[src/rtl/turfio_cout_cmdgen.sv]
// COUT command word generator: training/guard/run sequencing plus a trigger FIFO
// that merges run commands, triggers and messages into one 32-bit word per cycle.
module turfio_cout_cmdgen #(
  parameter int TRIG_FIFO_DEPTH = 4,
  parameter int GUARD_WORDS     = 2
) (
  input  logic        if_clk_i,
  input  logic        if_rst_i,
  input  logic        sync_i,
  input  logic        train_req_i,
  input  logic        trig_i,
  input  logic [11:0] trig_word_i,
  input  logic        run_valid_i,
  output logic        run_ready_o,
  input  logic [3:0]  run_cmd_i,
  input  logic        msg_valid_i,
  output logic        msg_ready_o,
  input  logic [15:0] msg_data_i,
  input  logic        ovf_clr_i,
  output logic [31:0] cout_command_o,
  output logic        cout_train_o,
  output logic        trig_overflow_o,
  output logic [15:0] trig_count_o,
  output logic [1:0]  dbg_state
);

  localparam int AW = (TRIG_FIFO_DEPTH > 1) ? $clog2(TRIG_FIFO_DEPTH) : 1;

  typedef enum logic [1:0] {
    ST_TRAIN     = 2'd0,
    ST_EXIT_WAIT = 2'd1,
    ST_GUARD     = 2'd2,
    ST_RUN       = 2'd3
  } state_t;

  state_t      state, state_nxt;
  logic [3:0]  guard_cnt, guard_cnt_nxt;

  logic [11:0] fifo_mem [TRIG_FIFO_DEPTH];
  logic [AW-1:0] wr_ptr, rd_ptr;
  logic [AW:0]   fifo_cnt;
  logic          fifo_empty, fifo_full;
  logic          push, pop, ovf_evt;
  logic          run_acc, msg_acc;
  logic [31:0]   cmd_nxt;

  // Handshakes: a transfer happens at a rising edge where valid and ready are
  // both 1; ready is high exactly while the FSM sits in RUN, and valid may
  // be held or dropped freely by the source.
  assign run_ready_o  = (state == ST_RUN);
  assign msg_ready_o  = (state == ST_RUN);
  assign run_acc      = run_valid_i & run_ready_o;
  assign msg_acc      = msg_valid_i & msg_ready_o;
  assign cout_train_o = (state == ST_TRAIN) || (state == ST_EXIT_WAIT);
  assign dbg_state    = state;

  assign fifo_empty = (fifo_cnt == '0);
  assign fifo_full  = (fifo_cnt == (AW+1)'(TRIG_FIFO_DEPTH));
  assign pop        = (state == ST_RUN) && !fifo_empty;
  // A pop in the same cycle frees the slot, so a full FIFO can still accept.
  assign push       = trig_i && (!fifo_full || pop);
  assign ovf_evt    = trig_i && fifo_full && !pop;

  always_comb begin
    state_nxt     = state;
    guard_cnt_nxt = guard_cnt;
    case (state)
      ST_TRAIN: begin
        if (!train_req_i) state_nxt = ST_EXIT_WAIT;
      end
      ST_EXIT_WAIT: begin
        if (train_req_i) begin
          state_nxt = ST_TRAIN;
        end else if (sync_i) begin
          state_nxt     = ST_GUARD;
          guard_cnt_nxt = '0;
        end
      end
      ST_GUARD: begin
        if (guard_cnt == 4'(GUARD_WORDS - 1)) state_nxt = ST_RUN;
        else guard_cnt_nxt = guard_cnt + 4'd1;
      end
      ST_RUN: begin
        if (train_req_i && sync_i) state_nxt = ST_TRAIN;
      end
      default: state_nxt = ST_TRAIN;
    endcase
  end

  always_comb begin
    cmd_nxt = '0;
    if (state == ST_RUN) begin
      cmd_nxt = {run_acc ? run_cmd_i : 4'h0,
                 pop ? fifo_mem[rd_ptr] : 12'h0,
                 msg_acc ? msg_data_i : 16'h0};
    end
  end

  always_ff @(posedge if_clk_i or posedge if_rst_i) begin
    if (if_rst_i) begin
      state          <= ST_TRAIN;
      guard_cnt      <= '0;
      cout_command_o <= '0;
    end else begin
      state          <= state_nxt;
      guard_cnt      <= guard_cnt_nxt;
      cout_command_o <= cmd_nxt;
    end
  end

  always_ff @(posedge if_clk_i or posedge if_rst_i) begin
    if (if_rst_i) begin
      wr_ptr          <= '0;
      rd_ptr          <= '0;
      fifo_cnt        <= '0;
      trig_overflow_o <= 1'b0;
      trig_count_o    <= '0;
    end else begin
      if (push) wr_ptr <= wr_ptr + 1'b1;
      if (pop) begin
        rd_ptr       <= rd_ptr + 1'b1;
        trig_count_o <= trig_count_o + 16'd1;
      end
      case ({push, pop})
        2'b10:   fifo_cnt <= fifo_cnt + 1'b1;
        2'b01:   fifo_cnt <= fifo_cnt - 1'b1;
        default: fifo_cnt <= fifo_cnt;
      endcase
      // A new drop outranks a clear in the same cycle.
      if (ovf_evt)        trig_overflow_o <= 1'b1;
      else if (ovf_clr_i) trig_overflow_o <= 1'b0;
    end
  end

  always_ff @(posedge if_clk_i) begin
    if (push) fifo_mem[wr_ptr] <= trig_word_i;
  end

endmodule

[config.mk]
export PLATFORM = sky130hd
export DESIGN_NAME = turfio_cout_cmdgen
export DESIGN_NICKNAME = d
export VERILOG_FILES = /design/src/rtl/turfio_cout_cmdgen.sv
export SDC_FILE = /design/constraint.sdc
export NUM_CORES = 1
export LEC_CHECK = 0
export CORE_MARGIN = 2
export CORE_UTILIZATION = 50
export DETAILED_ROUTE_END_ITERATION = 6
export PLACE_DENSITY = 0.8
export SETUP_SLACK_MARGIN = 0.4
export SYNTH_ARGS = -nofsm -noshare
export SYNTH_HDL_FRONTEND = slang
export SYNTH_SLANG_ARGS = --single-unit
[constraint.sdc]
create_clock -name if_clk_i -period 5.2 [get_ports if_clk_i]
set_input_delay 1.3 -clock if_clk_i [delete_from_list [all_inputs] [get_ports if_clk_i]]
set_output_delay 1.3 -clock if_clk_i [all_outputs]
set_load 0.02 [all_outputs]
==> After elaboration in Yosys (flattened, before gate mapping) <==
Memory sizes are Yosys's and may differ from the RTL's.
Index checks and enable logic that the tools add are counted.
{ "word_totals": {"latchBits": 0, "ram_bits": 48, "output_inout_bits": 54, "memories": 1, "mem_bits_ro": 0, "word_cells": 67, "inputBits": 40, "register_bits": 62} }
{ "memory_table": {"columns": ["memory", "depth", "width", "read_ports", "rd_clocked_by_memory_dff", "wr", "line", "rtl"], "rows": [
  ["fifo_mem", 4, 12, 1, 0, 1, "39", "logic [11:0] fifo_mem [TRIG_FIFO_DEPTH];"]
]} }
{ "classes": {"div": 0, "addsub": 6, "order_cmp": 0, "n_eq_ne": 14, "reduce_logical": 17, "mux": 19, "n_bitwise": 2, "multipliers": 0, "n_shift": 0} }
{ "op_table": {"columns": ["cell", "n"], "rows": [
  ["$mux W32", 1],
  ["$add A16 B1 Y16 const B", 1],
  ["$mux W16", 1],
  ["$mux W4", 4],
  ["$mux W12", 1],
  ["$mux W2", 5],
  ["$ne A2 B2 Y1 const B", 5],
  ["$pmux W2 S4", 1],
  ["$pmux W4 S2", 1],
  ["$reduce_and A4 Y1", 2],
  ["$eq A2 B2 Y1 const B", 3],
  ["$pmux W3 S2", 1],
  ["$reduce_bool A2 Y1", 3],
  ["$logic_and A1 B1 Y1", 5],
  ["$add A2 B1 Y2 const B", 2],
  ["$add A4 B1 Y4 const B", 1],
  ["$eq A2 B1 Y1 const B", 2],
  ["$eq A4 B1 Y1 const B", 1],
  ["$mux W1", 4],
  ["$add A3 B1 Y3 const B", 1],
  ["$eq A3 B3 Y1 const B", 1],
  ["$logic_not A1 Y1", 3],
  ["$logic_not A3 Y1", 1],
  ["$ne A3 B3 Y1 const B", 1],
  ["other kinds (5)", 7]
]} }

==> Longest topological paths before layout <==
Gate-level depths: netlist of run 1.
{ "depth": {"depth_word": 7, "depth_mapped": 9, "mapped_depth_nobuf": 7} }

==> Worst setup path after synthesis of run 1 <==
No wires, ideal clock.
{ "synth_timing": {"path_kind": "input to register", "startpoint": "input trig_i", "endpoint": "memory fifo_mem[0][0], enable pin", "path_slack_ns": 2.432, "required_time_ns": 4.845, "setup_time_ns": 0.355, "n_path_buf": 1, "arrival_time_ns": 2.413, "path_stages": 4, "path_cell_list": "clkbuf_1 > inv_1 > a31oi_1 > and2_1"} }
{ "synth_via": {"elab_chain_cells": 3} }
{ "synth_lines": {"columns": ["element", "line", "rtl"], "rows": [
  ["from (decl)", "11", "input logic trig_i,"],
  ["$logic_and A1 B1 Y1", "61", "assign push = trig_i && (!fifo_full || pop);"],
  ["$mux W1", "136", "if (push) fifo_mem[wr_ptr] <= trig_word_i;"],
  ["$mux W1 (implied by the code)", "136", null],
  ["to (decl)", "39", null]
]} }
Every way passes these cells.

==> results of run 1 <==
-- metal layers --
layer / share of wire, % / vias to the layer above / global-route usage (%)
li1: - / 1194 / -
met1: 42 / 1268 / 22.5
met2: 54 / 60 / 31.6
met3: 3.1 / 11 / 3.11
met4: 1.8 / 0 / 7.48
met5: 0 / - / 0
-- cell type report --
type	instances	area, µm²
clock buffer	9	124
clock inverter	7	91.3
fill	589	2750
inverter	13	48.8
multi-input combinational	151	1220
sequential	110	2990
tap	105	131
timing repair buffer	94	938
-- path summary, 6_finish.rpt --
kind / start / endpoint / slack (ps)
max reg2reg: register / fifo_cnt[2] / 2740
min in group asynchronous: if_rst_i / cout_command_o[21] / 1280
min reg2reg: trig_count_o[15] / trig_count_o[15] / 480
min: trig_count_o[15] / trig_count_o[15] / 480
max: register / run_ready_o / 1770
max in group asynchronous: if_rst_i / wr_ptr[1] / 3030
-- worst max-delay path, cell delays in order, from the launching register on --
cell             delay (ps)
dfrtp_1                 530
nand2_1                 270
clkinv_1                310
clkdlybuf4s50_1         640
-- cell families after synthesis --
kind of cell,after synthesis,share of synthesized area (%)
mux,14,6.79
compound gates,22,3.63
simple gates,86,11.2
fa+ha+maj,8,2.49
flops,110,69.4
buf+inv,23,2.29
xor+xnor,21,4.26
-- registers in the layout, summed over array words and instances, names as in the netlist, named ones only --
name	flops
cout_command_o	32
dbg_state	1
fifo_mem	48
rd_ptr	2
guard_cnt	4
fifo_cnt	3
trig_count_o	16
wr_ptr	2
trig_overflow_o	1
-- stage by stage --
step / hold slack (ps) / power (mW) / instance area (µm²)
CTS: 481 / 2.62 / 5550
finish: 479 / 2.60 / 5550
global placement: 460 / 2.05 / 5330
global route: 505 / 2.74 / 5550
floorplan: 523 / 1.77 / 4310
detailed placement: 465 / 2.09 / 5330
-- synthesized netlist by cell type (2+ instances only) --
master / count
edfxtp_1: 48
buf_2: 3
o21ai_0: 6
mux2_2: 2
nand2b_1: 2
and4_1: 2
nor2_1: 11
and3_1: 7
inv_1: 12
a31oi_1: 2
nand4_1: 4
buf_4: 2
and2_1: 32
a22oi_1: 2
xor2_1: 7
ha_1: 7
xnor2_1: 14
nand2_1: 15
nand3_1: 6
mux4_2: 12
a21oi_1: 6
dfrtp_1: 62
clkbuf_1: 3
-- power breakdown --
group / switching, mW / internal (mW)
combinational: 0.383 / 0.403
sequential: 0.174 / 1.10
clock: 0.304 / 0.234
total: 0.861 / 1.74
==> flow_summary.ini, run 1 <==
[cts]
cts_sinks = 110
clk_latency_ps = 370
hold_buffers = 0
cts_buffers = 9
clk_pin_slew_ps = 110
cts_tree = yes
cts_buffer_depth = 2
h-tree-depth = 3
post_cts_buffers = 0
cts_root_buffer = clkbuf_8
post_cts_resized = 0

[final_layout]
final_nets = 427
utilization_pct = 66.9
mostFrequentLayoutCells = clkdlybuf4s50_1 (93), dfrtp_1 (62), edfxtp_1 (48)
layout-drive-gt1-share_pct = 9.38
syn_to_final_growth_pct = 28.6
antenna_cells = 0
mostFrequentLayoutCell = clkdlybuf4s50_1
fin_cells = 489

[synthesis]
syn_area_per_cell_um2 = 15.2
syn_inst = 284
synth_seq_area_share_pct = 69.4
ys_warn_count = 0
yosysTopAreaCell = dfrtp_1
ys_ff_latch = 110
async_reset_ff_share_pct = 56.4
syn_nets = 332
syn_area_um2 = 4310
ys.flop_type = dfrtp_1
synth_edf_count = 48
ys_types = 40
synth_area_leaders = dfrtp_1 (36%), edfxtp_1 (33%), mux4_2 (6.3%)
yosysTopAreaCellShare_pct = 36.0

[routing]
via_per_inst = 5.18
dr.first_iter.drc_count = 91
drt_pass1_iterations = 4
post_drt_wl_per_cell_um = 16.5
drc_errors = 0
wl_um = 8070
ant_nets = 0
vias = 2533

[setup_path]
worstSetupStartpointType = register
cp_max_fo = 11
end_kind = output port
arrival_ps = 2130
r2r_cells = 6
path_class = reg2out
worstPathRequired_ps = 3900

[sta]
report.final.slew_viol_count = 0
hold_viol = 0
max_freq_mhz = 292
setup_viol_count_final = 0
timing.slew.headroom_pct = 44.1
setup_ws_ps = 1770
setup_tns_ps = 0
post-route-min-period_ps = 3430
skew_ps = 12.3
fin_crit_sh_pct = 65.9
rsz0062_at_grt = no
max_slew.worst_pin.slew_ps = 839

[die]
ioPinCount = 94
die_w_um = 96.9
core_area_um2 = 8300
rows = 33
die-area_um2 = 9390
initial_utilization_pct = 52.0
die_h_um = 96.9

[global_route]
grt_max_degree = 38
grt_pass1_wl_um = 13400
gr-usage-all-layers_pct = 18.2
grt_pass1_vias = 2631
antenna_found_initial = 0
globalRoute.totalOverflow = 0

[placement]
detailed_place_hpwl_um = 5750
dp.cells = 473
routabilityCongestion = 0.770
io_buffers = 93
post-place-ws_ps = 1690

[hold_path]
hp-class = reg2reg
worstHoldPathCells = 1

[run_status]
outcome = finished clean

[power]
p_per_area_nw_per_um2 = 468
leakagePower_nw = 2.25
peakVddDrop_mv = 0.260

[flow_run]
drv_cap = 0
(Power assumes the default switching activity.)
==> run 2, diff against run 1 <==
--- a/config.mk
+++ b/config.mk
@@ -6,9 +6,9 @@
 export NUM_CORES = 1
 export LEC_CHECK = 0
 export CORE_MARGIN = 2
-export CORE_UTILIZATION = 50
+export CORE_UTILIZATION = 45
 export DETAILED_ROUTE_END_ITERATION = 6
-export PLACE_DENSITY = 0.8
+export PLACE_DENSITY = 0.76
 export SETUP_SLACK_MARGIN = 0.4
 export SYNTH_ARGS = -nofsm -noshare
 export SYNTH_HDL_FRONTEND = slang
==> constraint.sdc (replaced) <==
create_clock -name if_clk_i -period 2.95 [get_ports if_clk_i]
set_input_delay 0.7375 -clock if_clk_i [delete_from_list [all_inputs] [get_ports if_clk_i]]
set_output_delay 0.7375 -clock if_clk_i [all_outputs]
set_load 0.02 [all_outputs]
==> run 2 against run 1 <==
  * Wire length is 1.8% higher
  * Critical endpoint is now msg_ready_o
  * Worst setup slack worse by 1200 ps
  * Clock skew hardly changed
  * Via count is 2.0% higher
  * Highest routed layer unchanged
  * Count of clock-buffer cells in the layout stayed put
==> flow_summary.ini, run 2 (synthesis results as in run 1) <==
[sta]
skew_ps = 11.8
max_freq_mhz = 414
setup_tns_ps = 0
max_slew.worst_pin.slew_ps = 847
rsz0062_at_grt = no
report.final.slew_viol_count = 0
fin_crit_sh_pct = 81.9
setup_viol_count_final = 0
timing.slew.headroom_pct = 43.6
hold_viol = 0
post-route-min-period_ps = 2420

[setup_path]
crit_slowest_cell = clkdlybuf4s50_1
path_class = reg2out
arrival_ps = 1680
worstPathRequired_ps = 2210
rrSetupSlack_ps = 1040
r2r_cells = 6
end_kind = output port
slowest_delay_ps = 580
cp_max_fo = 11
worstReg2RegEnd = fifo_cnt[2]
r2r_start = fifo_cnt[0]
worstSetupStartpointType = register
worstPathCellList = nand2_2 > clkinv_2 > clkdlybuf4s50_1
worstSetupStartpoint = dbg_state[0]

[run_status]
outcome = finished clean

[global_route]
grt_pass1_wl_um = 13300
antenna_found_initial = 0
grt_max_degree = 47
gr-usage-all-layers_pct = 16.8
globalRoute.totalOverflow = 0
grt_pass1_vias = 2719

[hold_path]
hp-class = reg2reg
whs_endpoint = trig_count_o[15]
hold_start = trig_count_o[15]
worstHoldPathCells = 1

[cts]
clk_pin_slew_ps = 100
clk_latency_ps = 370
cts_sinks = 110
cts_buffers = 9
post_cts_buffers = 0
hold_buffers = 0
cts_tree = yes
h-tree-depth = 3
post_cts_resized = 2
cts_root_buffer = clkbuf_8
cts_buffer_depth = 2

[final_layout]
fin_area_um2 = 5640
syn_to_final_growth_pct = 30.7
reg.largest.list = fifo_mem: 48 flops, cout_command_o: 32 flops, trig_count_o: 16 flops
mostFrequentLayoutCell = clkdlybuf4s50_1
regMostFlops = fifo_mem
mostFrequentLayoutCells = clkdlybuf4s50_1 (92), dfrtp_1 (62), edfxtp_1 (48)
antenna_cells = 0
layout-drive-gt1-share_pct = 12.2
final_nets = 438
largest_register_ffs = 48

[placement]
detailed_place_hpwl_um = 5770
dpl_cell_area_um2 = 5460
routabilityCongestion = 0.758
io_buffers = 93

[routing]
drc_errors = 0
vias = 2584
ant_nets = 0
wl_um = 8210
dr.first_iter.drc_count = 50
drt_pass1_iterations = 4
post_drt_wl_per_cell_um = 15.7
via_per_inst = 4.93

[die]
die-area_um2 = 10400
rows = 35
ioPinCount = 94
die_h_um = 102
die_w_um = 102
initial_utilization_pct = 46.5
core_area_um2 = 9280

[power]
leakagePower_nw = 2.30
p_per_area_nw_per_um2 = 807
peakVddDrop_mv = 0.405

[flow_run]
drv_cap = 0
-- run 2: per-stage QoR --
stage,hold WS (ps),utilization [%],power (mW),worst slack (ps),instances
floorplan,523,-,3.12,671,284
global placement,459,58.8,3.70,385,508
detailed placement,463,58.8,3.77,268,508
CTS,478,60.7,4.60,402,524
global route,497,60.8,4.84,437,524
finish,473,60.8,4.55,534,524
-- run 2: layer usage --
metal	share of wire (%)	wire (µm)	global-route usage [%]
met2	52	4300	28.8
met5	0	0	0
met4	1.2	102	5.85
met1	43	3490	21.8
met3	3.9	320	2.87
-- run 2: worst max path at each step --
stage	endpoint	slack, ps	cells after the start
after floorplan	async pin	670	1
after global placement	fifo_mem[3][5]	380	5
after detailed placement	fifo_mem[1][9]	270	5
after CTS	msg_ready_o	400	3
after global routing	msg_ready_o	440	3
final	msg_ready_o	530	3
-- run 2: critical path, delay by kind of cell (launching register included) --
family                 cells  cell delay [ps]
buffers and inverters      2              760
flip-flops                 1              410
AND/OR/NAND/NOR            1              150
-- run 2: layout make-up --
cell class	instances	area [µm²]
fillers	732	3640
flip-flops and latches	110	2990
multi-input cells	151	1220
repair buffers	105	1030
well taps	129	161
clock buffers	9	124
clock inverters	7	55.1
inverters	13	50.0
-- run 2: power by group --
| group | total (mW) | internal [mW] | switching, mW | leakage (nW) |
|---|---|---|---|---|
| clock network | 0.836 | 0.318 | 0.518 | 0.0871 |
| registers | 2.21 | 1.94 | 0.277 | 1.27 |
| logic | 1.50 | 0.774 | 0.727 | 0.939 |
| total | 4.55 | 3.03 | 1.52 | 2.30 |
